--- config.mk ---
export PLATFORM = sky130hd
export DESIGN_NAME = pipe_hazard_ctrl_flat
export DESIGN_NICKNAME = d
export VERILOG_FILES = /design/src/rtl/pipe_hazard_ctrl_if.sv /design/src/rtl/pipe_hazard_ctrl.sv /design/src/flat_wrapper.sv
export SDC_FILE = /design/constraint.sdc
export NUM_CORES = 1
export LEC_CHECK = 0
export ABC_CLOCK_PERIOD_IN_PS = 6410
export BUFFER_PORTS_ARGS = -buffer_cell sky130_fd_sc_hd__buf_2
export CAP_MARGIN = 10
export CORE_MARGIN = 3
export CORE_UTILIZATION = 35
export CTS_BUF_LIST = sky130_fd_sc_hd__clkbuf_8
export DETAILED_ROUTE_END_ITERATION = 8
export GPL_ROUTABILITY_DRIVEN = 0
export PLACE_DENSITY_LB_ADDON = 0.08
export RECOVER_POWER = 25
export SLEW_MARGIN = 15
export SYNTH_ARGS = -nofsm -noshare
export SYNTH_HDL_FRONTEND = slang
export SYNTH_SLANG_ARGS = --single-unit
--- constraint.sdc ---
create_clock -name CLK -period 6.41 [get_ports CLK]
set_input_delay 1.282 -clock CLK [delete_from_list [all_inputs] [get_ports CLK]]
set_output_delay 1.282 -clock CLK [all_outputs]
set_load 0.02 [all_outputs]
--- src/rtl/pipe_hazard_ctrl_if.sv ---
// ---------------------------------------------------------------------------
// pipe_hazard_ctrl_if
// Bundle between the 5-stage pipeline datapath and its hazard controller.
//   Pipeline -> controller : stage register indices, valid/halt/load/branch
//                            flags, active-low write enables, data-memory
//                            request/acknowledge.
//   Controller -> pipeline : per-register hold (WEN_*), PC hold, bubble
//                            squash, EX operand forwarding selects, sticky
//                            status and performance counters.
// modport master : the hazard controller
// modport slave  : the pipeline datapath
// ---------------------------------------------------------------------------
interface pipe_hazard_ctrl_if #(
  parameter int CNT_W = 32
);
  logic [4:0]       Rs1_id, Rs2_id;
  logic             valid_id, halt_id;
  logic [4:0]       Rs1_ex, Rs2_ex, Rdst_ex;
  logic             valid_ex, Load_ex, BranchTaken_ex;
  logic             RWrEn_ex, RWrEn_mem, RWrEn_wb;
  logic [4:0]       Rdst_mem, Rdst_wb;
  logic             valid_mem, valid_wb, halt_wb;
  logic             DMemReq, DMemAck;

  logic             WEN_ifid, WEN_idex, WEN_exmem, WEN_memwb;
  logic             PC_hold;
  logic             squash_ifid, squash_idex;
  logic [1:0]       FwdA_sel, FwdB_sel;
  logic             halted, mem_err;
  logic [CNT_W-1:0] cycle_cnt, stall_cnt, flush_cnt;

  modport master (
    input  Rs1_id, Rs2_id, valid_id, halt_id,
    input  Rs1_ex, Rs2_ex, Rdst_ex, valid_ex, Load_ex, BranchTaken_ex,
    input  RWrEn_ex, RWrEn_mem, RWrEn_wb, Rdst_mem, Rdst_wb,
    input  valid_mem, valid_wb, halt_wb, DMemReq, DMemAck,
    output WEN_ifid, WEN_idex, WEN_exmem, WEN_memwb, PC_hold,
    output squash_ifid, squash_idex, FwdA_sel, FwdB_sel,
    output halted, mem_err, cycle_cnt, stall_cnt, flush_cnt
  );

  modport slave (
    output Rs1_id, Rs2_id, valid_id, halt_id,
    output Rs1_ex, Rs2_ex, Rdst_ex, valid_ex, Load_ex, BranchTaken_ex,
    output RWrEn_ex, RWrEn_mem, RWrEn_wb, Rdst_mem, Rdst_wb,
    output valid_mem, valid_wb, halt_wb, DMemReq, DMemAck,
    input  WEN_ifid, WEN_idex, WEN_exmem, WEN_memwb, PC_hold,
    input  squash_ifid, squash_idex, FwdA_sel, FwdB_sel,
    input  halted, mem_err, cycle_cnt, stall_cnt, flush_cnt
  );
endinterface

--- src/rtl/pipe_hazard_ctrl.sv ---
// ---------------------------------------------------------------------------
// pipe_hazard_ctrl
// Hazard and sequencing controller for a 5-stage pipeline. Produces hold and
// squash controls for the IF/ID, ID/EX, EX/MEM, MEM/WB registers and the PC,
// EX-stage forwarding selects, halt drain tracking, a data-memory wait
// watchdog and cycle/stall/flush counters.
// Ports:
//   CLK : state updates on posedge (pipeline registers capture on negedge)
//   RST : synchronous, active-low
//   hz  : pipe_hazard_ctrl_if.master, all hazard inputs and control outputs
// Hazard outputs are purely combinational from hz inputs and current state.
// ---------------------------------------------------------------------------
module pipe_hazard_ctrl #(
  parameter int MEM_TIMEOUT = 255,
  parameter int CNT_W       = 32
) (
  input  logic              CLK,
  input  logic              RST,
  pipe_hazard_ctrl_if.master hz
);

  typedef enum logic [2:0] {RUN, MWAIT, DRAIN, HALTED, ERR} state_t;

  // One spare bit so the incremented count can never wrap before compare.
  localparam int WCNT_W = $clog2(MEM_TIMEOUT + 1) + 1;

  state_t             state, state_nxt;
  logic [WCNT_W-1:0]  wcnt, wcnt_nxt;
  logic [CNT_W-1:0]   cycle_cnt, stall_cnt, flush_cnt;

  logic mem_wait, load_use, active, flush_evt;
  logic wen_ifid, wen_idex, wen_exmem, wen_memwb, pc_hold;
  logic squash_ifid, squash_idex;
  logic [1:0] fwd_a, fwd_b;

  // MEM result wins over WB; x0 is hard-wired zero and never forwarded.
  function automatic logic [1:0] fwd_sel(
    input logic [4:0] rs,
    input logic       v_mem, input logic wn_mem, input logic [4:0] d_mem,
    input logic       v_wb,  input logic wn_wb,  input logic [4:0] d_wb
  );
    if (v_mem && !wn_mem && d_mem != 5'd0 && d_mem == rs) return 2'b01;
    if (v_wb  && !wn_wb  && d_wb  != 5'd0 && d_wb  == rs) return 2'b10;
    return 2'b00;
  endfunction

  assign mem_wait = hz.DMemReq && !hz.DMemAck;
  assign load_use = hz.valid_ex && hz.Load_ex && !hz.RWrEn_ex &&
                    hz.Rdst_ex != 5'd0 &&
                    (hz.Rdst_ex == hz.Rs1_id || hz.Rdst_ex == hz.Rs2_id);
  assign active   = RST && state != HALTED && state != ERR;

  always_comb begin
    wen_ifid    = 1'b0;
    wen_idex    = 1'b0;
    wen_exmem   = 1'b0;
    wen_memwb   = 1'b0;
    pc_hold     = 1'b0;
    squash_ifid = 1'b0;
    squash_idex = 1'b0;
    flush_evt   = 1'b0;
    state_nxt   = state;
    wcnt_nxt    = '0;
    fwd_a       = 2'b00;
    fwd_b       = 2'b00;
    if (RST) begin
      fwd_a = fwd_sel(hz.Rs1_ex, hz.valid_mem, hz.RWrEn_mem, hz.Rdst_mem,
                      hz.valid_wb, hz.RWrEn_wb, hz.Rdst_wb);
      fwd_b = fwd_sel(hz.Rs2_ex, hz.valid_mem, hz.RWrEn_mem, hz.Rdst_mem,
                      hz.valid_wb, hz.RWrEn_wb, hz.Rdst_wb);
      case (state)
        HALTED, ERR: begin
          {wen_ifid, wen_idex, wen_exmem, wen_memwb, pc_hold} = 5'b11111;
        end
        default: begin
          if (mem_wait) begin
            // Full freeze. The watchdog also runs while draining so a lost
            // ack cannot hang a halt forever. DRAIN/MWAIT hold their state.
            {wen_ifid, wen_idex, wen_exmem, wen_memwb, pc_hold} = 5'b11111;
            wcnt_nxt = wcnt + WCNT_W'(1);
            if (wcnt_nxt >= WCNT_W'(MEM_TIMEOUT)) state_nxt = ERR;
            else if (state == RUN)                 state_nxt = MWAIT;
          end else if (hz.BranchTaken_ex) begin
            // Branch is older than anything in IF/ID, including a halt.
            squash_ifid = 1'b1;
            squash_idex = 1'b1;
            flush_evt   = 1'b1;
            state_nxt   = RUN;
          end else if (state == DRAIN) begin
            pc_hold     = 1'b1;
            squash_ifid = 1'b1;
            if (hz.valid_wb && hz.halt_wb) state_nxt = HALTED;
          end else begin
            // RUN, or the MWAIT cycle in which the ack arrives.
            state_nxt = RUN;
            if (load_use) begin
              pc_hold     = 1'b1;
              wen_ifid    = 1'b1;
              squash_idex = 1'b1;
            end else if (hz.valid_id && hz.halt_id) begin
              state_nxt = DRAIN;
            end
          end
        end
      endcase
    end
  end

  always_ff @(posedge CLK) begin
    if (!RST) begin
      state     <= RUN;
      wcnt      <= '0;
      cycle_cnt <= '0;
      stall_cnt <= '0;
      flush_cnt <= '0;
    end else begin
      state <= state_nxt;
      wcnt  <= wcnt_nxt;
      if (active)            cycle_cnt <= cycle_cnt + CNT_W'(1);
      if (active && pc_hold) stall_cnt <= stall_cnt + CNT_W'(1);
      if (flush_evt)         flush_cnt <= flush_cnt + CNT_W'(1);
    end
  end

  assign hz.WEN_ifid    = wen_ifid;
  assign hz.WEN_idex    = wen_idex;
  assign hz.WEN_exmem   = wen_exmem;
  assign hz.WEN_memwb   = wen_memwb;
  assign hz.PC_hold     = pc_hold;
  assign hz.squash_ifid = squash_ifid;
  assign hz.squash_idex = squash_idex;
  assign hz.FwdA_sel    = fwd_a;
  assign hz.FwdB_sel    = fwd_b;
  assign hz.halted      = state == HALTED || state == ERR;
  assign hz.mem_err     = state == ERR;
  assign hz.cycle_cnt   = cycle_cnt;
  assign hz.stall_cnt   = stall_cnt;
  assign hz.flush_cnt   = flush_cnt;

endmodule

--- src/flat_wrapper.sv ---
// flat-port wrapper written by rule: the top's interface ports become plain ports
module pipe_hazard_ctrl_flat 
#(
  parameter int MEM_TIMEOUT = 255,
  parameter int CNT_W       = 32
)
  (CLK, RST, hz_Rs1_id, hz_Rs2_id, hz_valid_id, hz_halt_id, hz_Rs1_ex, hz_Rs2_ex, hz_Rdst_ex, hz_valid_ex, hz_Load_ex, hz_BranchTaken_ex, hz_RWrEn_ex, hz_RWrEn_mem, hz_RWrEn_wb, hz_Rdst_mem, hz_Rdst_wb, hz_valid_mem, hz_valid_wb, hz_halt_wb, hz_DMemReq, hz_DMemAck, hz_WEN_ifid, hz_WEN_idex, hz_WEN_exmem, hz_WEN_memwb, hz_PC_hold, hz_squash_ifid, hz_squash_idex, hz_FwdA_sel, hz_FwdB_sel, hz_halted, hz_mem_err, hz_cycle_cnt, hz_stall_cnt, hz_flush_cnt);
  pipe_hazard_ctrl_if #(.CNT_W(CNT_W)) hz_i ();
  input  logic CLK;
  input  logic RST;
  input wire logic [$bits(hz_i.Rs1_id)-1:0] hz_Rs1_id;
  input wire logic [$bits(hz_i.Rs2_id)-1:0] hz_Rs2_id;
  input wire logic [$bits(hz_i.valid_id)-1:0] hz_valid_id;
  input wire logic [$bits(hz_i.halt_id)-1:0] hz_halt_id;
  input wire logic [$bits(hz_i.Rs1_ex)-1:0] hz_Rs1_ex;
  input wire logic [$bits(hz_i.Rs2_ex)-1:0] hz_Rs2_ex;
  input wire logic [$bits(hz_i.Rdst_ex)-1:0] hz_Rdst_ex;
  input wire logic [$bits(hz_i.valid_ex)-1:0] hz_valid_ex;
  input wire logic [$bits(hz_i.Load_ex)-1:0] hz_Load_ex;
  input wire logic [$bits(hz_i.BranchTaken_ex)-1:0] hz_BranchTaken_ex;
  input wire logic [$bits(hz_i.RWrEn_ex)-1:0] hz_RWrEn_ex;
  input wire logic [$bits(hz_i.RWrEn_mem)-1:0] hz_RWrEn_mem;
  input wire logic [$bits(hz_i.RWrEn_wb)-1:0] hz_RWrEn_wb;
  input wire logic [$bits(hz_i.Rdst_mem)-1:0] hz_Rdst_mem;
  input wire logic [$bits(hz_i.Rdst_wb)-1:0] hz_Rdst_wb;
  input wire logic [$bits(hz_i.valid_mem)-1:0] hz_valid_mem;
  input wire logic [$bits(hz_i.valid_wb)-1:0] hz_valid_wb;
  input wire logic [$bits(hz_i.halt_wb)-1:0] hz_halt_wb;
  input wire logic [$bits(hz_i.DMemReq)-1:0] hz_DMemReq;
  input wire logic [$bits(hz_i.DMemAck)-1:0] hz_DMemAck;
  output wire logic [$bits(hz_i.WEN_ifid)-1:0] hz_WEN_ifid;
  output wire logic [$bits(hz_i.WEN_idex)-1:0] hz_WEN_idex;
  output wire logic [$bits(hz_i.WEN_exmem)-1:0] hz_WEN_exmem;
  output wire logic [$bits(hz_i.WEN_memwb)-1:0] hz_WEN_memwb;
  output wire logic [$bits(hz_i.PC_hold)-1:0] hz_PC_hold;
  output wire logic [$bits(hz_i.squash_ifid)-1:0] hz_squash_ifid;
  output wire logic [$bits(hz_i.squash_idex)-1:0] hz_squash_idex;
  output wire logic [$bits(hz_i.FwdA_sel)-1:0] hz_FwdA_sel;
  output wire logic [$bits(hz_i.FwdB_sel)-1:0] hz_FwdB_sel;
  output wire logic [$bits(hz_i.halted)-1:0] hz_halted;
  output wire logic [$bits(hz_i.mem_err)-1:0] hz_mem_err;
  output wire logic [$bits(hz_i.cycle_cnt)-1:0] hz_cycle_cnt;
  output wire logic [$bits(hz_i.stall_cnt)-1:0] hz_stall_cnt;
  output wire logic [$bits(hz_i.flush_cnt)-1:0] hz_flush_cnt;
  assign hz_i.Rs1_id = hz_Rs1_id;
  assign hz_i.Rs2_id = hz_Rs2_id;
  assign hz_i.valid_id = hz_valid_id;
  assign hz_i.halt_id = hz_halt_id;
  assign hz_i.Rs1_ex = hz_Rs1_ex;
  assign hz_i.Rs2_ex = hz_Rs2_ex;
  assign hz_i.Rdst_ex = hz_Rdst_ex;
  assign hz_i.valid_ex = hz_valid_ex;
  assign hz_i.Load_ex = hz_Load_ex;
  assign hz_i.BranchTaken_ex = hz_BranchTaken_ex;
  assign hz_i.RWrEn_ex = hz_RWrEn_ex;
  assign hz_i.RWrEn_mem = hz_RWrEn_mem;
  assign hz_i.RWrEn_wb = hz_RWrEn_wb;
  assign hz_i.Rdst_mem = hz_Rdst_mem;
  assign hz_i.Rdst_wb = hz_Rdst_wb;
  assign hz_i.valid_mem = hz_valid_mem;
  assign hz_i.valid_wb = hz_valid_wb;
  assign hz_i.halt_wb = hz_halt_wb;
  assign hz_i.DMemReq = hz_DMemReq;
  assign hz_i.DMemAck = hz_DMemAck;
  assign hz_WEN_ifid = hz_i.WEN_ifid;
  assign hz_WEN_idex = hz_i.WEN_idex;
  assign hz_WEN_exmem = hz_i.WEN_exmem;
  assign hz_WEN_memwb = hz_i.WEN_memwb;
  assign hz_PC_hold = hz_i.PC_hold;
  assign hz_squash_ifid = hz_i.squash_ifid;
  assign hz_squash_idex = hz_i.squash_idex;
  assign hz_FwdA_sel = hz_i.FwdA_sel;
  assign hz_FwdB_sel = hz_i.FwdB_sel;
  assign hz_halted = hz_i.halted;
  assign hz_mem_err = hz_i.mem_err;
  assign hz_cycle_cnt = hz_i.cycle_cnt;
  assign hz_stall_cnt = hz_i.stall_cnt;
  assign hz_flush_cnt = hz_i.flush_cnt;
  pipe_hazard_ctrl #(.MEM_TIMEOUT(MEM_TIMEOUT), .CNT_W(CNT_W)) u_core (.CLK(CLK), .RST(RST), .hz(hz_i));
endmodule
Word level (Yosys, flattened, before mapping)
Index checks and enable logic that the tools add are counted.

storage, ports and cells
  bits in registers = 108
  bits of input ports = 50
  output and inout port bits = 109
  logic and storage cells = 112

cells by class
  $add $sub $neg = 4
  order comparisons = 1
  equality and inequality tests = 13
  mux-type cells = 55
  bitwise logic cells = 3
  reduce and logical (&&, ||, !) cells = 31

operators by type and width
  cell                   count
  $add 32x1->32 const B  3
  $mux 1                 37
  $eq 5x5->1             6
  $mux 2                 11
  $mux 3                 7
  $logic_and 1x1->1      18
  $reduce_bool 5->1      3
  $add 9x1->9 const B    1
  $ge 9x8->1 const B     1
  $eq 3x2->1 const B     2
  $ne 3x3->1 const B     2
  $logic_not 1->1        4
  $ne 4x3->1 const B     1
  $reduce_or 4->1        1
  $eq 3x3->1 const B     1
  $logic_not 3->1        1
  $ne 3x2->1 const B     1
  $not 1->1              3
  $reduce_and 3->1       1
  $logic_or 1x1->1       2
  $reduce_or 2->1        1

Longest topological paths before layout
Gate-level depths: netlist of the first run.

  depth in word-level cells = 11
  mapped depth = 9
  depth with buffers taken out = 8

Least setup slack after synthesis of the first run
OpenSTA, ideal clock, no wires.

  kind = in2out
  from = in RST
  to = out hz_FwdA_sel[1]
  data arrival time = 2802 ps
  required time = 5128 ps
  slack = 2326 ps
  stages on the path = 6
  buffers on the path = 1
  cells stage by stage = buf_2 nand2_1 nor2_1 o21ai_0 or4_1 nor4_1

between the ends
  cells in the longest elaborated chain, start to end = 1

RTL lines
  item             RTL line                source
  start, declared  flat_wrapper.sv:10      input logic RST;
  $mux 2           pipe_hazard_ctrl.sv:66  if (RST) begin
  end, declared    flat_wrapper.sv:38      output wire logic [$bits(hz_i.FwdA_sel)-1:0] hz_FwdA_sel;

Every way passes these cells.

Worst setup path after layout of the first run
  from = in hz_Rdst_ex[0]
  to = out hz_squash_idex

between the ends
  cells in the longest elaborated chain, start to end = 9
  elaborated cells between the ends (all ways) = 12
  classes of those cells = eq/ne: 2; mux: 6; reduce/logical: 4

RTL lines
  item                                                          RTL line                                        source
  start, declared                                               flat_wrapper.sv:17                              input wire logic [$bits(hz_i.Rdst_ex)-1:0] hz_Rdst_ex;
  $eq 5x5->1 / $reduce_bool 5->1 (equally long branches)        pipe_hazard_ctrl.sv:50, pipe_hazard_ctrl.sv:49
  $logic_or 1x1->1 / $logic_and 1x1->1 (equally long branches)  pipe_hazard_ctrl.sv:50, pipe_hazard_ctrl.sv:48
  $logic_and 1x1->1 *                                           pipe_hazard_ctrl.sv:49                          hz.Rdst_ex != 5'd0 &&
  $mux 1 *                                                      pipe_hazard_ctrl.sv:96                          if (load_use) begin
  $mux 1 *                                                      pipe_hazard_ctrl.sv:89                          end else if (state == DRAIN) begin
  $mux 1 *                                                      pipe_hazard_ctrl.sv:83                          end else if (hz.BranchTaken_ex) begin
  $mux 1 *                                                      pipe_hazard_ctrl.sv:76                          if (mem_wait) begin
  $mux 1 *                                                      pipe_hazard_ctrl.sv:71                          case (state)
  $mux 1 *                                                      pipe_hazard_ctrl.sv:66
  end, declared                                                 flat_wrapper.sv:37                              output wire logic [$bits(hz_i.squash_idex)-1:0] hz_squash_idex;

Every way passes the cells marked *; elsewhere a longest branch is shown, timed or not.

==> results of run 1 <==
-- critical path, delay by kind of cell --
kind	cells	cell delay, ps
simple gates	3	940
compound gates	2	490
buf+inv	2	290
-- placed cells by master, fill, tap and decap left out, types with 4 or more instances in the layout --
master and count:
and3_1 13, and4_1 11, xnor2_1 48, ha_1 5
inv_1 16, a21oi_1 44, o31ai_1 20, nand4_1 21
dfxtp_1 108, buf_2 104, nor3_1 14, or3_1 28
nand3_1 36, nor2_1 72, o21ai_0 29, nor3b_1 5
xor2_1 40, nand2_1 51, or4_1 18, nor4_1 7
clkbuf_8 9, clkbuf_1 54, nand2b_1 5, and2_1 8
mux2i_1 4
-- power breakdown --
part,switching (W),internal (W),leakage [nW]
Combinational,0.0000551,0.0000361,1.46
Sequential,0.00000748,0.000675,0.871
Clock,0.000232,0.000255,0.111
Total,0.000294,0.000966,2.44
-- state kept, by name (all words and copies together) (netlist names) --
signal               count
u_core.hz.cycle_cnt     32
u_core.hz.flush_cnt     32
u_core.hz.stall_cnt     32
u_core.wcnt              9
u_core.state             3
-- worst max path at each step --
stage                  startpoint        endpoint  slack [ps]  depth (start not counted)
floorplan                     RST  hz_FwdA_sel[1]        2330                          6
global placement    hz_Rdst_ex[0]  hz_squash_idex        2160                          7
detailed placement  hz_Rdst_ex[0]  hz_squash_idex        2170                          7
CTS                 hz_Rdst_ex[0]  hz_squash_idex        2160                          7
global route                  RST  hz_FwdB_sel[1]        2040                          7
finish              hz_Rdst_ex[0]  hz_squash_idex        2130                          7
-- area by class of cell --
| class | count | area (um^2) |
|---|---|---|
| timing repair buffer | 161 | 745.7 |
| inverter | 18 | 67.56 |
| clock buffer | 9 | 123.9 |
| tap | 211 | 264.0 |
| sequential | 108 | 2162 |
| multi-input combinational | 515 | 3221 |
| fill | 1581 | 8741 |
| clock inverter | 5 | 102.6 |
-- layer usage --
metal | routed length (um) | vias up
li1 | - | 2664
met1 | 6990 | 2499
met2 | 6654 | 164
met3 | 946 | 16
met4 | 235 | 0
met5 | 0 | -
-- metrics by stage --
| stage | utilization (%) | setup slack, ps | power, W | area [um^2] |
|---|---|---|---|---|
| global placement | 42.31 | 2160 | 0.0007872 | 6528 |
| finish | 43.34 | 2131 | 0.001260 | 6686 |
| floorplan | - | 2326 | 0.0007505 | 5582 |
| global route | 43.34 | 2044 | 0.001320 | 6686 |
| CTS | 43.78 | 2155 | 0.001283 | 6754 |
| detailed placement | 42.31 | 2168 | 0.0007902 | 6528 |
-- kinds of logic after synthesis --
logic type	share of synthesized area (%)
compound gates	11.88
fa+ha+maj	1.121
mux	0.7174
xor+xnor	13.81
simple gates	30.17
buf+inv	3.564
flops	38.74
==> results.txt, run 1 <==
Post-CTS setup buffer count: 0
WS Path Type: primary input to primary output
Start of the worst register-to-register path: u_core.state[2]
GR met3 Demand/Resource: 3.626%
Crit-path slowest cell: or4_1
Number of synthesized flops with an enable pin: 0
Area Overhead vs Synth: 19.79%
Skew final: 16.73 ps
Drt total wl: 14.83 mm
Antenna violations before repair: 0
Min Hold Slack: 502.4 ps
Pins over their slew limit: 0
Boundary Pins: 159
Crit-path max cell delay: 510 ps
Register area share after synthesis: 38.74%
Fraction of registers with async set/reset: 0%
CTS H-tree depth: 3
Final Hold Fails: 0
Relative slew slack: 27.82%
Yosys top cell area share: 38.74%
Vias in the first global route: 5034
Slew @ Worst Pin: 1083 ps
Antenna diodes: 0
Post-Synthesis Cells: 670
Cell Area, Synth: 0.005582 mm^2
DRC: 0
Hold WC Path Type: register to register
Syn avg cell area: 8.331 um^2
Largest net degree at the start of global routing: 94
GRT Total Usage: 16.56%
Layout cells sized above 1: 16.54%
Hold worst-path end: u_core.hz.flush_cnt[12]
Cts hold-fix bufs: 0
First-pass GRT wire length: 24.61 mm
Static leakage: 2.438 nW
Syn. warnings: 0
Critical Path AT: 3000 ps
Clock latency at the later pin of the worst-skew pair: 370 ps
#FFs+latches synth: 108
Outcome: finished, final reports clean
DR iter-0 viols: 253
Initial Utilization: 36.18%
CTS tree: built
Number of detailed-route iterations in the first pass: 4
Power Density: 188.5 mW/mm^2
Hold depth: 2
WL/cell: 14.44 um
Final nets: 868
Avg Vias per Cell: 5.203
Cell variety after synth: 50
CP Data Required Time: 5130 ps
Die X: 132.3 um
Reg2reg path depth: 7
Clock Tree Root: clkbuf_8
Fmax: 233.7 MHz
Vias: 5343
CP endpoint kind: primary output
Post-cts resize count: 0
VDD IR max: 0.09447 mV
Top-count cell post-synth: dfxtp_1
Cell taking the most area after synthesis: dfxtp_1
Synth top cells by count: 108 x dfxtp_1, 72 x nor2_1, 51 x nand2_1
Max Root-Sink Buffers: 2
RSZ-0062 raised after global routing: no
Fin crit share: 66.75%
TNS Setup: 0 ps
Most used DFF post-synth: dfxtp_1
DIE HEIGHT: 132.3 um
Met1 usage: 22.33%
Final min period: 4279 ps
Port Buffer Count: 158
Worst Path Max Fanout: 6
Placed cells: 1013
Post-route ant nets: 0
R2R Setup Slk: 3320 ps
HPWL Detailed: 10.73 mm
CTS buffer count: 9
M2 GR Usage: 26.28%
HP Start: u_core.hz.flush_cnt[12]
Max cap viols: 0
Startpoint types: primary input
GRT Residual Overflow: 0
Synth area leaders: dfxtp_1 39%, xnor2_1 7.5%, xor2_1 6.3%
CP cell instances: buf_2 > or4_1 > o2111ai_1 > nand2b_1 > nor2_1 > o21a_1 > buf_2
FP Rows: 45
Final setup vio count: 0
End of the worst register-to-register path: u_core.hz.stall_cnt[28]
CTS sink count: 108
Crit-path most repeated cell: buf_2
Post-route insts no fill: 1027
Die Area: 0.01750 mm^2
Busiest grt layer: met2
Clock transition at path regs: 90 ps
Synthesized Nets: 725
Floorplan core area: 0.01543 mm^2
Note: power is estimated with default switching activity, not from simulation.
==> run 2: changes to the inputs <==
- ABC_CLOCK_PERIOD_IN_PS: 6410 -> 3950
- clock period: 6.41 -> 3.95 ns (I/O delays scaled with it)
==> run 2 against run 1 <==
Utilization barely moved; non-clock buffer count rose by 3; final cell count rose by 0.49%; routed wire length fell by 1.8%; worst setup slack got worse by 1600 ps; first-iteration DRC count rose by 9.5%; clock power rose by 45%; global-route usage barely moved; largest cell class unchanged.
==> results.txt, run 2 (synthesis results as in run 1) <==
Startpoint types: register (was primary input)
Hold depth: 2 (unchanged)
Floorplan core area: 0.01543 mm^2 (unchanged)
Pins over their slew limit: 0 (unchanged)
Die X: 132.3 um (unchanged)
Worst Setup SP: u_core.state[2] (was hz_Rdst_ex[0])
Post-cts resize count: 0 (unchanged)
Finished Core Util: 43.33% (was 43.34%)
RSZ-0062 raised after global routing: no (unchanged)
Reg2reg path depth: 8 (was 7)
Final min period: 3395 ps
FP Rows: 45 (unchanged)
Drt total wl: 14.56 mm (was 14.83 mm)
Outcome: finished, final reports clean (unchanged)
Worst Path Max Fanout: 11 (was 6)
Crit-path max cell delay: 660 ps (was 510 ps)
# fillers: 1596 (was 1581)
Post-route ant nets: 0 (unchanged)
Clock Tree Root: clkbuf_8 (unchanged)
Die Area: 0.01750 mm^2 (unchanged)
Highest-count cells in the layout ignoring fill and taps: 108 x dfxtp_1, 104 x buf_2, 72 x nor2_1, 54 x clkbuf_1, 51 x nand2_1 (unchanged)
Final setup vio count: 0 (unchanged)
Layout cells sized above 1: 17.05% (was 16.54%)
First-pass GRT wire length: 24.58 mm (was 24.61 mm)
Fin crit share: 85.96%
Start of the worst register-to-register path: u_core.state[2] (unchanged)
Power Density: 293.0 mW/mm^2 (was 188.5 mW/mm^2)
Vias: 5367 (was 5343)
Fmax: 294.5 MHz
Skew final: 15.25 ps (was 16.73 ps)
Max cap viols: 0 (unchanged)
CTS H-tree depth: 3 (unchanged)
Port Buffer Count: 158 (unchanged)
Slew @ Worst Pin: 819.9 ps (was 1083 ps)
Largest regs: u_core.hz.cycle_cnt x32, u_core.hz.flush_cnt x32, u_core.hz.stall_cnt x32 (unchanged)
Max Root-Sink Buffers: 2 (unchanged)
Worst path depth: 6 (was 7)
Final Hold Fails: 0 (unchanged)
Final WS setup: 554.6 ps (was 2131 ps)
CTS sink count: 108 (unchanged)
Area Overhead vs Synth: 19.75% (was 19.79%)
Hold WC Path Type: register to register (unchanged)
Avg Vias per Cell: 5.201 (was 5.203)
Register Area: 0.002162 mm^2 (unchanged)
VDD IR max: 0.1275 mV (was 0.09447 mV)
Antenna violations before repair: 0 (unchanged)
Most common cell after layout, fill and taps aside: dfxtp_1 (unchanged)
WS Path Type: register to primary output (was primary input to primary output)
WL/cell: 14.11 um (was 14.44 um)
Post-CTS setup buffer count: 0 (unchanged)
HP Start: u_core.hz.flush_cnt[1] (was u_core.hz.flush_cnt[12])
Vias in the first global route: 5133 (was 5034)
DRC: 0 (unchanged)
CTS buffer count: 9 (unchanged)
Relative slew slack: 45.14% (was 27.82%)
GRT Residual Overflow: 0 (unchanged)
Number of detailed-route iterations in the first pass: 4 (unchanged)
DR iter-0 viols: 277 (was 253)
CP Data Required Time: 3160 ps (was 5130 ps)
CTS tree: built (unchanged)
TNS Setup: 0 ps (unchanged)
Boundary Pins: 159 (unchanged)
Static leakage: 2.439 nW (was 2.438 nW)
Dpl ws: 656.4 ps (was 2168 ps)
CP cell instances: and3b_1 > nor2_1 > inv_2 > o21ai_0 > o31ai_1 > buf_2 (was buf_2 > or4_1 > o2111ai_1 > nand2b_1 > nor2_1 > o21a_1 > buf_2)
Buf/Inv on CP: 2 (unchanged)
DIE HEIGHT: 132.3 um (unchanged)
Final nets: 871 (was 868)
Critical Path AT: 2610 ps (was 3000 ps)
Clock transition at path regs: 100 ps (was 90 ps)
Multi-input logic area: 0.003221 mm^2 (unchanged)
Cts hold-fix bufs: 0 (unchanged)
Min Hold Slack: 500.6 ps (was 502.4 ps)
Initial Utilization: 36.18% (unchanged)
CP endpoint kind: primary output (unchanged)
Crit-path slowest cell: nor2_1 (was or4_1)
GRT Total Usage: 16.57% (was 16.56%)
Largest net degree at the start of global routing: 52 (was 94)
Crit path max-delay family: simple AND/OR/NAND/NOR gates (unchanged)
HPWL Detailed: 10.65 mm (was 10.73 mm)
Clock latency at the later pin of the worst-skew pair: 390 ps (was 370 ps)
Antenna diodes: 0 (unchanged)
[run 2: where the power goes]
| part | internal, W | total (W) | switching [W] | leakage, nW |
|---|---|---|---|---|
| clock network | 0.000297 | 0.000704 | 0.000407 | 0.0994 |
| logic | 0.0000592 | 0.000148 | 0.0000887 | 1.47 |
| registers | 0.00110 | 0.00111 | 0.0000112 | 0.871 |
[run 2: worst paths after layout]
path | slack (ps) | to
min reg2reg | 500 | u_core.hz.flush_cnt[1]
max | 550 | hz_WEN_ifid
min | 500 | u_core.hz.flush_cnt[1]
max reg2reg | 1010 | u_core.hz.stall_cnt[16]
[run 2: stage by stage]
stage	instances	power, W	area (um^2)
finish	1032	0.001959	6684
global route	1032	0.002045	6684
CTS	1032	0.001995	6751
detailed placement	1016	0.001282	6550
global placement	1016	0.001279	6550
floorplan	670	0.001218	5582
[run 2: worst register-to-register path, delay by kind of cell (launching register included)]
family / cells / cell delay, ps
flops: 1 / 390
simple gates: 4 / 1820
buf+inv: 2 / 460
compound gates: 2 / 210
[run 2: per-layer routing]
layer / global-route usage, % / wire, um / up-vias
met1: 21.86 / 6759 / 2515
met4: 5.370 / 226 / 0
met3: 3.740 / 958 / 17
met5: 0 / 0 / -
met2: 26.97 / 6614 / 165
li1: - / - / 2670
[run 2: area by class of cell]
class | instances | share of cell area (%)
Tap cell | 211 | 3.950
Sequential cell | 108 | 32.35
Inverter | 18 | 1.011
Multi-Input combinational cell | 515 | 48.18
Clock inverter | 7 | 1.161
Clock buffer | 9 | 1.853
Timing Repair Buffer | 164 | 11.49
